$ cat src/rtl/ex_div_if.sv
// rtl/ex_div_if.sv - EX-stage divider request/result bundle
// Ports (signals):
//   signed_div_i  1        1 = signed divide, 0 = unsigned
//   opdata1_i     WIDTH    dividend
//   opdata2_i     WIDTH    divisor
//   start_i       1        request, held until ready_o is seen
//   annul_i       1        cancel in-flight divide
//   result_o      2*WIDTH  {remainder, quotient}
//   ready_o       1        result_o valid
// Modports: master = EX stage (drives request), slave = divider.
interface ex_div_if #(
    parameter int WIDTH = 32
);
    logic               signed_div_i;
    logic [WIDTH-1:0]   opdata1_i;
    logic [WIDTH-1:0]   opdata2_i;
    logic               start_i;
    logic               annul_i;
    logic [2*WIDTH-1:0] result_o;
    logic               ready_o;

    modport master (
        output signed_div_i, opdata1_i, opdata2_i, start_i, annul_i,
        input  result_o, ready_o
    );

    modport slave (
        input  signed_div_i, opdata1_i, opdata2_i, start_i, annul_i,
        output result_o, ready_o
    );
endinterface

$ cat src/rtl/ex_div.sv
// rtl/ex_div.sv - multi-cycle restoring divider for the EX stage
// Ports:
//   clk  in  clock, rising edge
//   rst  in  asynchronous active-low reset
//   bus  ex_div_if.slave: operands, start/annul request, {rem, quo} result, ready
// One quotient bit is produced per clock; signed divides run on magnitudes
// and the signs are applied on the final step.
module ex_div #(
    parameter int WIDTH = 32
) (
    input  logic     clk,
    input  logic     rst,
    ex_div_if.slave  bus
);
    localparam int CW = $clog2(WIDTH);

    typedef enum logic [1:0] {
        ST_FREE,
        ST_BYZERO,
        ST_ON,
        ST_END
    } state_t;

    state_t             state_q, state_n;
    logic [CW-1:0]      cnt_q, cnt_n;
    logic [WIDTH-1:0]   quo_q, quo_n;
    logic [WIDTH-1:0]   rem_q, rem_n;
    logic [WIDTH-1:0]   divisor_q, divisor_n;
    logic               sdiv_q, sdiv_n;
    logic               sign1_q, sign1_n;
    logic               sign2_q, sign2_n;
    logic [2*WIDTH-1:0] result_q, result_n;
    logic               ready_q, ready_n;

    logic [WIDTH:0]     shifted;
    logic [WIDTH+1:0]   diff;
    logic               step_ok;
    logic [WIDTH-1:0]   step_rem;
    logic [WIDTH-1:0]   step_quo;
    logic [WIDTH-1:0]   fix_rem;
    logic [WIDTH-1:0]   fix_quo;
    logic [WIDTH-1:0]   abs1;
    logic [WIDTH-1:0]   abs2;

    // One restoring step. The shifted partial remainder needs WIDTH+1 bits
    // (it can reach 2*divisor-1), and the trial subtraction one more for the
    // borrow. Whichever branch is taken, the new remainder is below the
    // divisor and therefore fits back into WIDTH bits.
    always_comb begin
        shifted  = {rem_q, quo_q[WIDTH-1]};
        diff     = {1'b0, shifted} - {2'b00, divisor_q};
        step_ok  = ~diff[WIDTH+1];
        step_rem = step_ok ? diff[WIDTH-1:0] : shifted[WIDTH-1:0];
        step_quo = {quo_q[WIDTH-2:0], step_ok};
        fix_quo  = (sdiv_q && (sign1_q != sign2_q)) ? (WIDTH'(0) - step_quo) : step_quo;
        fix_rem  = (sdiv_q && sign1_q) ? (WIDTH'(0) - step_rem) : step_rem;
        // Magnitude of the most negative value wraps to itself, which is the
        // correct unsigned magnitude.
        abs1     = (bus.signed_div_i && bus.opdata1_i[WIDTH-1]) ?
                   (WIDTH'(0) - bus.opdata1_i) : bus.opdata1_i;
        abs2     = (bus.signed_div_i && bus.opdata2_i[WIDTH-1]) ?
                   (WIDTH'(0) - bus.opdata2_i) : bus.opdata2_i;
    end

    always_comb begin
        state_n   = state_q;
        cnt_n     = cnt_q;
        quo_n     = quo_q;
        rem_n     = rem_q;
        divisor_n = divisor_q;
        sdiv_n    = sdiv_q;
        sign1_n   = sign1_q;
        sign2_n   = sign2_q;
        result_n  = result_q;
        ready_n   = ready_q;

        case (state_q)
            ST_FREE: begin
                result_n = '0;
                ready_n  = 1'b0;
                if (bus.start_i && !bus.annul_i) begin
                    if (bus.opdata2_i == '0) begin
                        state_n = ST_BYZERO;
                    end else begin
                        state_n   = ST_ON;
                        cnt_n     = '0;
                        quo_n     = abs1;
                        rem_n     = '0;
                        divisor_n = abs2;
                        sdiv_n    = bus.signed_div_i;
                        sign1_n   = bus.opdata1_i[WIDTH-1];
                        sign2_n   = bus.opdata2_i[WIDTH-1];
                    end
                end
            end
            ST_BYZERO: begin
                if (bus.annul_i) begin
                    state_n = ST_FREE;
                end else begin
                    state_n  = ST_END;
                    result_n = '0;
                    ready_n  = 1'b1;
                end
            end
            ST_ON: begin
                if (bus.annul_i) begin
                    state_n  = ST_FREE;
                    result_n = '0;
                    ready_n  = 1'b0;
                end else begin
                    quo_n = step_quo;
                    rem_n = step_rem;
                    cnt_n = cnt_q + CW'(1);
                    if (cnt_q == CW'(WIDTH - 1)) begin
                        state_n  = ST_END;
                        result_n = {fix_rem, fix_quo};
                        ready_n  = 1'b1;
                    end
                end
            end
            ST_END: begin
                // Annul is deliberately ignored here: the result is complete
                // and EX releases it by dropping start_i.
                if (!bus.start_i) begin
                    state_n  = ST_FREE;
                    result_n = '0;
                    ready_n  = 1'b0;
                end
            end
            default: begin
                state_n  = ST_FREE;
                result_n = '0;
                ready_n  = 1'b0;
            end
        endcase
    end

    always_ff @(posedge clk or negedge rst) begin
        if (!rst) begin
            state_q   <= ST_FREE;
            cnt_q     <= '0;
            quo_q     <= '0;
            rem_q     <= '0;
            divisor_q <= '0;
            sdiv_q    <= 1'b0;
            sign1_q   <= 1'b0;
            sign2_q   <= 1'b0;
            result_q  <= '0;
            ready_q   <= 1'b0;
        end else begin
            state_q   <= state_n;
            cnt_q     <= cnt_n;
            quo_q     <= quo_n;
            rem_q     <= rem_n;
            divisor_q <= divisor_n;
            sdiv_q    <= sdiv_n;
            sign1_q   <= sign1_n;
            sign2_q   <= sign2_n;
            result_q  <= result_n;
            ready_q   <= ready_n;
        end
    end

    assign bus.result_o = result_q;
    assign bus.ready_o  = ready_q;
endmodule
$ cat src/flat_wrapper.sv
// flat-port wrapper written by rule: the top's interface ports become plain ports
module ex_div_flat 
#(
    parameter int WIDTH = 32
)
  (clk, rst, bus_signed_div_i, bus_opdata1_i, bus_opdata2_i, bus_start_i, bus_annul_i, bus_result_o, bus_ready_o);
  ex_div_if #(.WIDTH(WIDTH)) bus_i ();
  input  logic clk;
  input  logic rst;
  input wire logic [$bits(bus_i.signed_div_i)-1:0] bus_signed_div_i;
  input wire logic [$bits(bus_i.opdata1_i)-1:0] bus_opdata1_i;
  input wire logic [$bits(bus_i.opdata2_i)-1:0] bus_opdata2_i;
  input wire logic [$bits(bus_i.start_i)-1:0] bus_start_i;
  input wire logic [$bits(bus_i.annul_i)-1:0] bus_annul_i;
  output wire logic [$bits(bus_i.result_o)-1:0] bus_result_o;
  output wire logic [$bits(bus_i.ready_o)-1:0] bus_ready_o;
  assign bus_i.signed_div_i = bus_signed_div_i;
  assign bus_i.opdata1_i = bus_opdata1_i;
  assign bus_i.opdata2_i = bus_opdata2_i;
  assign bus_i.start_i = bus_start_i;
  assign bus_i.annul_i = bus_annul_i;
  assign bus_result_o = bus_i.result_o;
  assign bus_ready_o = bus_i.ready_o;
  ex_div #(.WIDTH(WIDTH)) u_core (.clk(clk), .rst(rst), .bus(bus_i));
endmodule
$ cat config.mk
export PLATFORM = sky130hd
export DESIGN_NAME = ex_div_flat
export DESIGN_NICKNAME = d
export VERILOG_FILES = /design/src/rtl/ex_div_if.sv /design/src/rtl/ex_div.sv /design/src/flat_wrapper.sv
export SDC_FILE = /design/constraint.sdc
export NUM_CORES = 1
export LEC_CHECK = 0
export ABC_CLOCK_PERIOD_IN_PS = 5100
export BUFFER_PORTS_ARGS = -buffer_cell sky130_fd_sc_hd__buf_2
export CAP_MARGIN = 20
export CORE_ASPECT_RATIO = 0.5
export CORE_MARGIN = 3
export CORE_UTILIZATION = 50
export CTS_BUF_LIST = sky130_fd_sc_hd__clkbuf_16
export CTS_CLUSTER_DIAMETER = 40
export DETAILED_ROUTE_END_ITERATION = 12
export GPL_TIMING_DRIVEN = 0
export HOLD_SLACK_MARGIN = 0.12
export PLACE_DENSITY = 0.7
export SYNTH_ARGS = -nofsm -noshare
export SYNTH_HDL_FRONTEND = slang
export SYNTH_SLANG_ARGS = --single-unit
$ cat constraint.sdc
create_clock -name clk -period 5.1 [get_ports clk]
set_input_delay 0.255 -clock clk [delete_from_list [all_inputs] [get_ports clk]]
set_output_delay 0.255 -clock clk [all_outputs]
set_load 0.05 [all_outputs]
# Word level (Yosys, flattened, before mapping)

Index checks and enable logic that the tools add are counted.

Flip-flop bits (word level): 171
Bits of input ports: 69
Output and inout bits: 65

Add/sub/neg operators: 6
Eq/ne operators: 11
Mux-type cells: 34
Bitwise operators: 2
Reductions and logical operators: 13

Operators with widths:

| operator                                            | number |
|---|---|
| 2-to-1 mux 32 bit                                   | 11 |
| 2-to-1 mux 64 bit                                   | 4 |
| one-hot mux 64 bit (4 select lines)                 | 1 |
| one-hot mux 32 bit (2 select lines)                 | 2 |
| subtractor 1 x 32 -> 32 bit, first input constant   | 4 |
| subtractor 33 x 32 -> 34 bit                        | 1 |
| logical NOT 32 bit                                  | 1 |
| 2-to-1 mux 5 bit                                    | 3 |
| 2-to-1 mux 2 bit                                    | 6 |
| one-hot mux 5 bit (2 select lines)                  | 1 |
| AND reduction 3 bit                                 | 3 |
| != test 2 bit, second input constant                | 4 |
| one-hot mux 2 bit (4 select lines)                  | 1 |
| adder 5 x 1 -> 5 bit, second input constant         | 1 |
| equality test 5 bit, second input constant          | 1 |
| logical AND 1 bit                                   | 5 |
| equality test 2 bit, second input constant          | 2 |
| 2-to-1 mux 1 bit                                    | 4 |
| one-hot mux 1 bit (4 select lines)                  | 1 |
| AND reduction 4 bit                                 | 1 |
| != test 3 x 2 -> 1 bit, second input constant       | 1 |
| equality test 2 x 1 -> 1 bit, second input constant | 1 |
| logical NOT 2 bit                                   | 1 |
| != test 2 x 1 -> 1 bit, second input constant       | 1 |
| other kinds (4)                                     | 5 |

# Longest topological paths before layout

Gate-level depths: netlist of run 1.

Word-level depth: 7
Gate-level depth with buffers: 23

# Least setup slack after synthesis of run 1

OpenSTA, ideal clock, no wires.

Path kind: reg-to-reg
From: reg u_core.rem_q[15]
To: reg u_core.result_q[62] (netlist: u_core.bus.result_o[62])
Setup time: 0.076 ns
Arrival time: 4.436 ns
Required time: 5.024 ns
Path slack: 0.587 ns
Cell stages (with the launch flop): 21
Period minus slack after synthesis: 4.513 ns
Cells stage by stage: dfrtp_1 > ha_1 > buf_2 > a21oi_2 > o21ai_2 > or2_1 > o311ai_2 > nand2_2 > buf_2 > buf_2 > buf_1 > o21ai_0 > ha_1 > nor3b_1 > nand3_1 > o31ai_1 > o2111ai_1 > nor4_4 > a31oi_1 > xor2_1 > o21ai_1

Cells in the longest elaborated chain, start to end: 7

Ends and longest elaborated chain:

| item                                    | line          | text |
|---|---|---|
| from (decl)                             | ex_div.sv:27  | `logic [WIDTH-1:0] rem_q, rem_n;` |
| from (signal assigned)                  | ex_div.sv:154 | `rem_q <= rem_n;` |
| subtractor 33 x 32 -> 34 bit            | ex_div.sv:51  | `diff = {1'b0, shifted} - {2'b00, divisor_q};` |
| 2-to-1 mux 32 bit (*)                   | ex_div.sv:53  | `step_rem = step_ok ? diff[WIDTH-1:0] : shifted[WIDTH-1:0];` |
| subtractor 1 x 32 -> 32 bit             | ex_div.sv:56  | `fix_rem = (sdiv_q && sign1_q) ? (WIDTH'(0) - step_rem) : step_rem;` |
| 2-to-1 mux 32 bit (*)                   | ex_div.sv:56  |  |
| 2-to-1 mux 64 bit (*)                   | ex_div.sv:114 | `if (cnt_q == CW'(WIDTH - 1)) begin` |
| 2-to-1 mux 64 bit (*)                   | ex_div.sv:106 | `if (bus.annul_i) begin` |
| one-hot mux 64 bit (4 select lines) (*) | ex_div.sv:77  | `case (state_q)` |
| to (signal assigned)                    | ex_div.sv:159 | `result_q <= result_n;` |
| to (decl)                               | ex_div.sv:32  | `logic [2*WIDTH-1:0] result_q, result_n;` |

Mark *: on every way between the ends. The rest lies on a longest branch, timed or not. The select of a mux whose other input is x is not followed.
A chain may end at the register's enable or synchronous reset.

# Worst setup path in the final report of run 1

From: reg u_core.rem_q[1]
To: reg u_core.result_q[62] (netlist: u_core.bus.result_o[62])

The elaborated chain is that of the path after synthesis.

==> flow_metrics.env, run 1 <==
export IMPL_diodes=0
export IMPL_dp_slack_ps=-947
export IMPL_place_gp_congestion=0.934
export IMPL_cts_reportedPaths_clkPinSlew_ps=80
export IMPL_most_used_dff_post_synth="sky130_fd_sc_hd__dfrtp_1"
export IMPL_cts_root_buffer="sky130_fd_sc_hd__clkbuf_16"
export IMPL_initialDrtViolationCount=973
export IMPL_dp_cells=1931
export IMPL_final_instance_count_excl_fill=1967
export IMPL_vias=11700
export IMPL_power_total_mw=6.66
export IMPL_floorplan_die_area_um2=26100
export IMPL_final_min_period_over_clock_period=0.969
export IMPL_post_syn_instances=1490
export IMPL_drive_gt1_frac=0.141
export IMPL_min_path_cells=4
export IMPL_tightest_slew_ps=925
export IMPL_synth_top_area_share=0.356
export IMPL_antenna_violating_nets_post_route=0
export IMPL_design_portCount=134
export IMPL_tritoncts_clock_tree="yes"
export IMPL_ys_warn_count=0
export IMPL_maxSlewHeadroom=0.379
export IMPL_post_synth_num_cell_types=82
export IMPL_antenna_found_initial=0
export IMPL_synth_compound_gate_area_share=0.242
export IMPL_synthAdderAreaFrac=0.0453
export IMPL_die_height_um=116
export IMPL_cp_slowest_cell="sky130_fd_sc_hd__dfrtp_1"
export IMPL_area_growth_synth_to_final_pct=15.5
export IMPL_clock_insertion_delay_worst_skew_ps=460
export IMPL_place_port_buffers=133
export IMPL_final_net_count=1759
export IMPL_synthesized_netlist_net_count=1602
export IMPL_htree_levels=4
export IMPL_synthTopCellsByCount="sky130_fd_sc_hd__nand2_1 (193), sky130_fd_sc_hd__dfrtp_1 (171), sky130_fd_sc_hd__o21ai_0 (158), sky130_fd_sc_hd__a21oi_1 (151), sky130_fd_sc_hd__nor2_1 (150)"
export IMPL_synth_xor_xnor_area_share=0.0968
export IMPL_synth_area_per_cell_um2=8.08
export IMPL_final_period_minus_worst_setup_slack_ps=4940
export IMPL_setup_ws_ps=160
export IMPL_outcome="finished clean"
export IMPL_synth_most_common_cell="sky130_fd_sc_hd__nand2_1"
export IMPL_synth_async_sr_flop_share=1.00
export IMPL_timing_critical_path_buf_inv=3
export IMPL_placementRows=39
export IMPL_synth_enable_flop_cells=0
export IMPL_drt_total_wl_mm=37.7
export IMPL_final_number_of_max_transition_violations=0
export IMPL_groute_usage_overall=0.290
export IMPL_maximum_buffer_depth_of_the_clock_tree=2
export IMPL_grt_pass1_vias=11100
export IMPL_cp_data_required_time_ps=5430
export IMPL_avgViaCountPerCell=5.96
export IMPL_end_kind="flip-flop"
export IMPL_timing_reg2reg_worst_path_depth=19
export IMPL_setup_worst_path_class="reg2reg"
export IMPL_static_leakage_power_nw=6.18
export IMPL_die_width_um=225
export IMPL_timing_max_cap_violations=0
export IMPL_vdd_ir_drop_max_uv=186
export IMPL_remaining_drc_errors=0
export IMPL_synth_simple_gate_area_frac=0.199
export IMPL_path_cells="ha_1 -> o211ai_1 -> a21oi_2 -> o211a_4 -> o311ai_4 -> nand2_4 -> buf_4 -> clkbuf_4 -> buf_4 -> o21ai_2 -> ha_1 -> nor3b_2 -> nand3_1 -> o31ai_4 -> o2111ai_2 -> nor4_4 -> a31oi_1 -> xor2_1 -> o21ai_1"
export IMPL_synthDominantAreaCellType="sky130_fd_sc_hd__dfrtp_1"
export IMPL_maximum_number_of_pins_on_one_net_before_global_route_repair=117
export IMPL_finalClockSkew_ps=10.5
export IMPL_setup_worst_path_start_class="flip-flop"
export IMPL_hold_path_class="in2reg"
export IMPL_floorplan_initialDensity=0.518
export IMPL_post_synth_main_area_contributors="sky130_fd_sc_hd__dfrtp_1 (36%), sky130_fd_sc_hd__o21ai_0 (6.6%), sky130_fd_sc_hd__a21oi_1 (6.3%), sky130_fd_sc_hd__nand2_1 (6.0%), sky130_fd_sc_hd__xor2_1 (4.9%)"
export IMPL_cts_made_buffers=17
export IMPL_muxShareOfSynthArea=0.0204
export IMPL_max_clock_freq_mhz=202
export IMPL_first_pass_grt_wire_length_mm=59.6
export IMPL_arrival_ps=5270
export IMPL_clock_sinks=171
export IMPL_dp_hpwl_mm=28.8
export IMPL_combinational_family_with_the_most_area_after_synthesis="compound AO/OA/AOI/OAI gates"
export IMPL_timing_critical_path_slowest_cell_delay_ps=500
export IMPL_finalSetupViolCount=0
export IMPL_core_region_area_um2=23200
export IMPL_utilization_after_layout=0.599
export IMPL_worst_hold_slack_ps=134
export IMPL_seq_area_frac_synth=0.356
export IMPL_final_hold_violation_count=0
export IMPL_levels_on_crit_path=19
export IMPL_global_route_overflow_total=0
export IMPL_drt_pre_antenna_iters=7
export IMPL_crit_family="compound AO/OA/AOI/OAI gates"
export IMPL_cellPowerDensity_nw_per_um2=479
export IMPL_postSynthRegisterBits=171
export IMPL_post_synth_instance_area_um2=12000
export IMPL_drt_wirelength_per_cell_um=19.2
export IMPL_critPathMaxFanout=10
==> area by class of cell <==
| type | instances | area, µm² |
|---|---|---|
| well taps | 307 | 384 |
| flip-flops and latches | 171 | 4280 |
| inverters | 55 | 206 |
| multi-input cells | 1189 | 7350 |
| clock buffers | 17 | 425 |
| fillers | 2106 | 9320 |
| repair buffers | 141 | 761 |
| plain buffers | 72 | 300 |
| clock inverters | 15 | 201 |
==> state kept, by name, summed over array words and instances (netlist names) <==
signal,count
u_core.cnt_q,5
u_core.rem_q,32
u_core.divisor_q,32
u_core.quo_q,32
u_core.bus.ready_o,1
u_core.state_q,2
u_core.sign2_q,1
u_core.sign1_q,1
u_core.sdiv_q,1
u_core.bus.result_o,64
==> layer usage <==
layer,vias to the layer above,track usage,wire (µm)
met5,-,0,0
met4,0,0.0689,461
met3,37,0.0476,2540
met2,411,0.461,16800
met1,5672,0.419,17900
li1,5607,-,-
==> cells by family (layout without fill, tap and decap cells) <==
| family | count (synthesis) | count (layout) |
|---|---|---|
| compound gates | 475 | 475 |
| xor+xnor | 133 | 133 |
| fa+ha+maj | 43 | 43 |
| simple gates | 514 | 514 |
| flops | 171 | 171 |
| buf+inv | 130 | 300 |
| mux | 24 | 24 |
==> layout by cell type, fill, tap and decap left out, drive strengths merged, types with 42 or more instances in the layout <==
| master | Yosys | routed |
|---|---|---|
| xor2 | 68 | 68 |
| clkbuf | 53 | 69 |
| nand2 | 194 | 194 |
| ha | 42 | 42 |
| a21oi | 155 | 155 |
| nor2 | 150 | 150 |
| xnor2 | 65 | 65 |
| dfrtp | 171 | 171 |
| inv | 55 | 60 |
| o21ai | 182 | 182 |
| buf | 22 | 158 |
==> per-stage QoR <==
stage               instance area (µm²)  TNS [ps]
floorplan                         12000         0
global route                      13900      -146
finish                            13900         0
global placement                  13100    -11330
detailed placement                13100    -12100
CTS                               13800         0
==> report_power, final <==
part	total [mW]	switching, mW	internal [mW]
registers	1.91	0.272	1.64
logic	3.37	2.22	1.15
clock network	1.38	0.666	0.711
total	6.66	3.16	3.50
==> tightest hold or removal path, cell delays in order <==
cell                      delay (ps)
sky130_fd_sc_hd__buf_2           100
sky130_fd_sc_hd__xor2_1           70
sky130_fd_sc_hd__nor2_1           80
sky130_fd_sc_hd__a21oi_1          40
==> worst paths after layout <==
check	start	endpoint	slack, ps
max	u_core.rem_q[1]$_DFFE_PN0P_	u_core.bus.result_o[62]$_DFFE_PN0P_	160
min	bus_opdata2_i[12]	u_core.divisor_q[12]$_DFFE_PN0P_	130
max reg2reg	u_core.rem_q[1]$_DFFE_PN0P_	u_core.bus.result_o[62]$_DFFE_PN0P_	160
min reg2reg	u_core.bus.result_o[24]$_DFFE_PN0P_	u_core.bus.result_o[24]$_DFFE_PN0P_	480
max in group asynchronous	rst	u_core.quo_q[0]$_DFFE_PN0P_	3860
min in group asynchronous	rst	u_core.divisor_q[4]$_DFFE_PN0P_	320
==> timing repair <==
action                                 4_1_cts  5_1_grt
resized for setup                           16       17
setup endpoints to repair                   25       13
buffers inserted                             1        2
pin swaps                                    2        3
endpoints found under the hold margin       57        0
hold buffers                                 3        0
No activity file was read; power rests on OpenSTA's default activity.
==> run 2, diff against run 1 <==
ABC_AREA = 1   (was unset)
CTS_BUF_LIST = unset   (was sky130_fd_sc_hd__clkbuf_16)
PLACE_DENSITY = 0.69   (was 0.7)
SKIP_CTS_REPAIR_TIMING = 1   (was unset)
==> run 2 against run 1 <==
  * Synthesized cell count is 31% higher
  * Final cell count is 25% higher
  * Sequential cell count stayed put
  * Maximum frequency is 6.0% higher
  * Utilization is 0.13 points lower
  * Die area is 6.6% higher
  * Highest routed layer unchanged
==> flow_metrics.env, run 2 <==
export IMPL_drt_wirelength_per_cell_um=16.5
export IMPL_drt_total_wl_mm=40.5
export IMPL_die_width_um=233
export IMPL_synth_enable_flop_cells=0
export IMPL_clock_sinks=171
export IMPL_final_instance_count_excl_fill=2457
export IMPL_drt_pre_antenna_iters=6
export IMPL_postSynthRegisterBits=171
export IMPL_placementRows=40
export IMPL_critPathLaunch="u_core.rem_q[18]$_DFFE_PN0P_"
export IMPL_timing_max_cap_violations=0
export IMPL_final_net_count=2220
export IMPL_diodes=0
export IMPL_max_clock_freq_mhz=215
export IMPL_synth_top_area_share=0.333
export IMPL_synth_most_common_cell="sky130_fd_sc_hd__nand2_1"
export IMPL_final_hold_violation_count=0
export IMPL_grt_use_met3=0.0691
export IMPL_arrival_ps=5060
export IMPL_synth_async_sr_flop_share=1.00
export IMPL_end_of_the_worst_register_to_register_path="u_core.bus.result_o[30]$_DFFE_PN0P_"
export IMPL_htree_levels=4
export IMPL_core_region_area_um2=24600
export IMPL_seq_area_frac_synth=0.333
export IMPL_dp_cells=2423
export IMPL_timing_hold_worst_start="bus_opdata1_i[27]"
export IMPL_leading_cell_types_in_the_layout_fill_and_taps_excluded="sky130_fd_sc_hd__nand2_1 (636), sky130_fd_sc_hd__inv_1 (291), sky130_fd_sc_hd__dfrtp_1 (171)"
export IMPL_finalSetupViolCount=0
export IMPL_clock_insertion_delay_worst_skew_ps=460
export IMPL_post_syn_instances=1953
export IMPL_grt_pass1_vias=11900
export IMPL_final_common_cell="sky130_fd_sc_hd__nand2_1"
export IMPL_groute_usage_overall=0.296
export IMPL_drive_gt1_frac=0.118
export IMPL_r2r_start="u_core.rem_q[18]$_DFFE_PN0P_"
export IMPL_post_synth_main_area_contributors="sky130_fd_sc_hd__dfrtp_1 (33%), sky130_fd_sc_hd__nand2_1 (19%), sky130_fd_sc_hd__inv_1 (8.5%), sky130_fd_sc_hd__nand3_1 (5.3%), sky130_fd_sc_hd__o21ai_0 (5.1%)"
export IMPL_global_route_usage_met1=0.421
export IMPL_setup_worst_path_class="reg2reg"
export IMPL_maximum_number_of_pins_on_one_net_before_global_route_repair=112
export IMPL_remaining_drc_errors=0
export IMPL_tightest_slew_ps=957
export IMPL_first_pass_grt_wire_length_mm=63.9
export IMPL_synthDominantAreaCellType="sky130_fd_sc_hd__dfrtp_1"
export IMPL_design_portCount=134
export IMPL_antenna_found_initial=0
export IMPL_die_height_um=119
export IMPL_setup_worst_path_start_class="flip-flop"
export IMPL_cts_root_buffer="sky130_fd_sc_hd__clkbuf_16"
export IMPL_utilization_after_layout=0.597
export IMPL_r2r_setup_slack_ps=440
export IMPL_timing_reg2reg_worst_path_depth=26
export IMPL_maxSlewHeadroom=0.357
export IMPL_place_gp_congestion=0.982
export IMPL_maximum_buffer_depth_of_the_clock_tree=2
export IMPL_rsz0062_at_grt="false"
export IMPL_min_path_cells=3
export IMPL_dp_hpwl_mm=31.9
export IMPL_global_route_overflow_total=0
export IMPL_hold_path_class="in2reg"
export IMPL_tritoncts_clock_tree="yes"
export IMPL_post_synth_instance_area_um2=12900
export IMPL_largest_register_ffs=64
export IMPL_cts_reportedPaths_clkPinSlew_ps=80
export IMPL_final_period_minus_worst_setup_slack_ps=4660
export IMPL_critPathMaxFanout=10
export IMPL_final_min_period_over_clock_period=0.913
export IMPL_final_number_of_max_transition_violations=0
export IMPL_most_used_dff_post_synth="sky130_fd_sc_hd__dfrtp_1"
export IMPL_vias=13100
export IMPL_synth_area_per_cell_um2=6.59
export IMPL_synthTopCellsByCount="sky130_fd_sc_hd__nand2_1 (636), sky130_fd_sc_hd__inv_1 (291), sky130_fd_sc_hd__dfrtp_1 (171), sky130_fd_sc_hd__nor2_1 (153), sky130_fd_sc_hd__nand3_1 (136)"
export IMPL_antenna_violating_nets_post_route=0
export IMPL_floorplan_initialDensity=0.522
export IMPL_cp_data_required_time_ps=5500
export IMPL_initialDrtViolationCount=1237
export IMPL_worst_hold_slack_ps=110
export IMPL_finalClockSkew_ps=13.6
export IMPL_gr_usage_met2=0.449
export IMPL_synthesized_netlist_net_count=2065
export IMPL_post_synth_num_cell_types=53
export IMPL_floorplan_die_area_um2=27800
export IMPL_worstHoldEndpoint="u_core.quo_q[27]$_DFFE_PN0P_"
export IMPL_area_growth_synth_to_final_pct=14.4
export IMPL_total_neg_setup_slack_ps=0
export IMPL_avgViaCountPerCell=5.31
export IMPL_cts_made_buffers=17
export IMPL_end_kind="flip-flop"
export IMPL_ys_warn_count=0
export IMPL_place_port_buffers=133
export IMPL_outcome="finished clean"
export IMPL_top_usage_layer="met2"
[run 2: layout make-up]
class	count	area (µm²)
Clock inverter	13	250
Inverter	306	1150
Multi-Input combinational cell	1421	7190
Fill cell	2420	9910
Buffer	55	248
Clock buffer	19	453
Timing Repair Buffer	136	723
Sequential cell	171	4280
Tap cell	336	420
[run 2: cells by family (layout without fill, tap and decap cells)]
group,count (synthesis),after routing,share of synthesized area
buffers and inverters,361,529,0.109
flip-flops,171,171,0.333
multiplexers,1,1,0.000778
AND/OR/NAND/NOR,1041,1041,0.344
XOR/XNOR,74,74,0.0504
AO/OA/AOI/OAI,262,262,0.121
adder cells (fa/ha/maj),43,43,0.0424
[run 2: worst max path at each step]
stage,slack (ps),end
2_1_floorplan,1650,u_core.bus.result_o[28]$_DFFE_PN0P_
3_3_place_gp,780,u_core.bus.result_o[30]$_DFFE_PN0P_
3_5_place_dp,780,u_core.bus.result_o[30]$_DFFE_PN0P_
4_1_cts,610,u_core.bus.result_o[30]$_DFFE_PN0P_
5_1_grt,170,u_core.bus.result_o[30]$_DFFE_PN0P_
6_report,440,u_core.bus.result_o[30]$_DFFE_PN0P_
[run 2: metrics by stage]
stage	instance area, µm²	worst slack, ps
after floorplan	12900	1650
after global placement	13900	781
after detailed placement	14000	784
after CTS	14700	610
after global routing	14700	167
final	14700	442
[run 2: metal layers]
metal / vias to the layer above / wire length (µm)
met2: 465 / 17500
met4: 0 / 1010
met5: - / 0
li1: 6524 / -
met1: 5998 / 18600
met3: 69 / 3320
[run 2: worst max-delay path, stage by stage, from the launching register on]
cell,delay [ps]
sky130_fd_sc_hd__dfrtp_1,470
sky130_fd_sc_hd__ha_1,420
sky130_fd_sc_hd__nand2_1,160
sky130_fd_sc_hd__inv_2,40
sky130_fd_sc_hd__nand2_1,60
sky130_fd_sc_hd__nand2_1,70
sky130_fd_sc_hd__nand2_1,90
sky130_fd_sc_hd__a21oi_2,70
sky130_fd_sc_hd__nor2_4,240
sky130_fd_sc_hd__nand2_4,110
sky130_fd_sc_hd__buf_4,180
sky130_fd_sc_hd__inv_2,180
sky130_fd_sc_hd__ha_1,230
sky130_fd_sc_hd__nand3_1,120
sky130_fd_sc_hd__nor3_1,250
sky130_fd_sc_hd__inv_1,120
sky130_fd_sc_hd__nor3_2,210
sky130_fd_sc_hd__nand2_1,140
sky130_fd_sc_hd__nor2_1,180
sky130_fd_sc_hd__nand2_1,120
sky130_fd_sc_hd__o21ai_1,400
sky130_fd_sc_hd__nand2_1,170
sky130_fd_sc_hd__inv_1,130
sky130_fd_sc_hd__o21ai_1,110
sky130_fd_sc_hd__a21oi_1,140
sky130_fd_sc_hd__o21ai_0,100
sky130_fd_sc_hd__nand2_1,60
Power of run 2 is left out: the tool's default activity adds up to more than one toggle a clock period on the data nets, which glitch-free logic cannot reach.
==> run 3, diff against run 2 <==
REMOVE_ABC_BUFFERS = 1   (was unset)
==> run 3 against run 2 <==
  * Non-clock buffer count fell by 42
  * Final cell count shrank 1.7%
  * First-iteration DRC count is 17% lower
  * Critical path depth up 1
  * Maximum frequency grew 1.5%
  * Clock skew down 2.8 ps
  * Global-route usage shrank 2.6 points
  * Highest routed layer unchanged
==> flow_metrics.env, run 3 (synthesis results as in run 2) <==
export IMPL_outcome="finished clean"
export IMPL_final_period_minus_worst_setup_slack_ps=4590
export IMPL_final_min_period_over_clock_period=0.899
export IMPL_largest_register_ffs=64
export IMPL_design_portCount=134
export IMPL_area_growth_synth_to_final_pct=13.0
export IMPL_max_clock_freq_mhz=218
export IMPL_cp_slowest_cell="sky130_fd_sc_hd__dfrtp_1"
export IMPL_antenna_found_initial=0
export IMPL_r2r_start="u_core.rem_q[1]$_DFFE_PN0P_"
export IMPL_timing_critical_path_slowest_cell_delay_ps=430
export IMPL_tritoncts_clock_tree="yes"
export IMPL_timing_max_cap_violations=0
export IMPL_arrival_ps=4980
export IMPL_maximum_buffer_depth_of_the_clock_tree=2
export IMPL_timing_reg2reg_worst_path_depth=27
export IMPL_utilization_after_layout=0.590
export IMPL_place_port_buffers=133
export IMPL_end_kind="flip-flop"
export IMPL_die_width_um=233
export IMPL_final_number_of_max_transition_violations=0
export IMPL_finalSetupViolCount=0
export IMPL_rsz0062_at_grt="false"
export IMPL_final_common_cell="sky130_fd_sc_hd__nand2_1"
export IMPL_floorplan_die_area_um2=27800
export IMPL_maxSlewHeadroom=0.336
export IMPL_die_height_um=119
export IMPL_clock_insertion_delay_worst_skew_ps=460
export IMPL_first_pass_grt_wire_length_mm=59.6
export IMPL_vias=12800
export IMPL_r2r_setup_slack_ps=510
export IMPL_setup_worst_path_start_class="flip-flop"
export IMPL_avgViaCountPerCell=5.30
export IMPL_maximum_number_of_pins_on_one_net_before_global_route_repair=108
export IMPL_dp_hpwl_mm=27.8
export IMPL_n_fill_cell=2446
export IMPL_hold_path_class="in2reg"
export IMPL_cp_common_cell="sky130_fd_sc_hd__nand2_1"
export IMPL_worstHoldEndpoint="u_core.divisor_q[30]$_DFFE_PN0P_"
export IMPL_leading_cell_types_in_the_layout_fill_and_taps_excluded="sky130_fd_sc_hd__nand2_1 (636), sky130_fd_sc_hd__inv_1 (289), sky130_fd_sc_hd__dfrtp_1 (171)"
export IMPL_remaining_drc_errors=0
export IMPL_place_gp_congestion=0.930
export IMPL_min_path_cells=3
export IMPL_floorplan_initialDensity=0.522
export IMPL_timing_hold_worst_start="bus_opdata2_i[30]"
export IMPL_end_of_the_worst_register_to_register_path="u_core.bus.result_o[30]$_DFFE_PN0P_"
export IMPL_cts_reportedPaths_clkPinSlew_ps=70
export IMPL_htree_levels=4
export IMPL_drt_total_wl_mm=36.6
export IMPL_initialDrtViolationCount=1032
export IMPL_cp_data_required_time_ps=5490
export IMPL_core_region_area_um2=24600
export IMPL_antenna_violating_nets_post_route=0
export IMPL_clock_sinks=171
export IMPL_placementRows=40
export IMPL_drt_pre_antenna_iters=5
export IMPL_final_net_count=2179
export IMPL_drt_wirelength_per_cell_um=15.1
export IMPL_groute_usage_overall=0.270
export IMPL_finalClockSkew_ps=10.9
export IMPL_grt_pass1_vias=11800
export IMPL_setup_worst_path_class="reg2reg"
export IMPL_global_route_overflow_total=0
export IMPL_final_hold_violation_count=0
export IMPL_tightest_slew_ps=994
export IMPL_cts_root_buffer="sky130_fd_sc_hd__clkbuf_16"
export IMPL_cts_made_buffers=17
export IMPL_drive_gt1_frac=0.123
export IMPL_critPathMaxFanout=39
export IMPL_diodes=0
## run 3: changes by cell type in the layout (fill, tap and decap cells not counted), moves of 3 or more
cell and change:
sky130_fd_sc_hd__bufinv_16 -4, sky130_fd_sc_hd__clkbuf_1 -39, sky130_fd_sc_hd__buf_4 +3, sky130_fd_sc_hd__inv_8 -3, sky130_fd_sc_hd__buf_2 -5
## run 3: worst max-delay path: cells and delay by family (launching register included)
kind            cells  cell delay (ps)
fa+ha+maj           2              630
flops               1              430
buf+inv             3              470
simple gates       18             2350
compound gates      4              580
## run 3: final cells by class
cell class	instances	area [µm²]	area share
Sequential cell	171	4280	0.294
Inverter	306	1150	0.0791
Timing Repair Buffer	149	896	0.0616
Tap cell	336	420	0.0289
Clock inverter	8	113	0.00774
Multi-Input combinational cell	1422	7220	0.497
Clock buffer	23	458	0.0315
## run 3: worst max-delay path by stage
stage                                       start                                   to  cells past startpoint
finish                u_core.rem_q[1]$_DFFE_PN0P_  u_core.bus.result_o[30]$_DFFE_PN0P_                     27
global route          u_core.rem_q[6]$_DFFE_PN0P_  u_core.bus.result_o[28]$_DFFE_PN0P_                     25
CTS                  u_core.rem_q[22]$_DFFE_PN0P_  u_core.bus.result_o[30]$_DFFE_PN0P_                     25
detailed placement   u_core.rem_q[22]$_DFFE_PN0P_  u_core.bus.result_o[30]$_DFFE_PN0P_                     25
global placement    u_core.state_q[0]$_DFFE_PN0P_         u_core.quo_q[30]$_DFFE_PN0P_                     10
floorplan           u_core.state_q[0]$_DFFE_PN0P_         u_core.quo_q[30]$_DFFE_PN0P_                     10
## run 3: stage by stage
stage | setup WS (ps) | instance area (µm²) | hold WS (ps) | TNS, ps | std cells
after global placement | -1200 | 13700 | 456 | -62250 | 2367
after detailed placement | 179 | 13800 | 233 | 0 | 2374
final | 513 | 14500 | 119 | 0 | 2415
after floorplan | 1160 | 12600 | -40.6 | 0 | 1898
after CTS | 141 | 14400 | -267 | 0 | 2405
after global routing | 56.7 | 14500 | 122 | 0 | 2415
## run 3: routing by layer
layer / global-route usage / up-vias / part of all wire
met1: 0.386 / 5974 / 0.48
met5: 0 / - / 0
met3: 0.0454 / 63 / 0.059
met2: 0.411 / 343 / 0.43
li1: - / 6410 / -
met4: 0.0956 / 0 / 0.024
Power of run 3 is left out for the same reason.
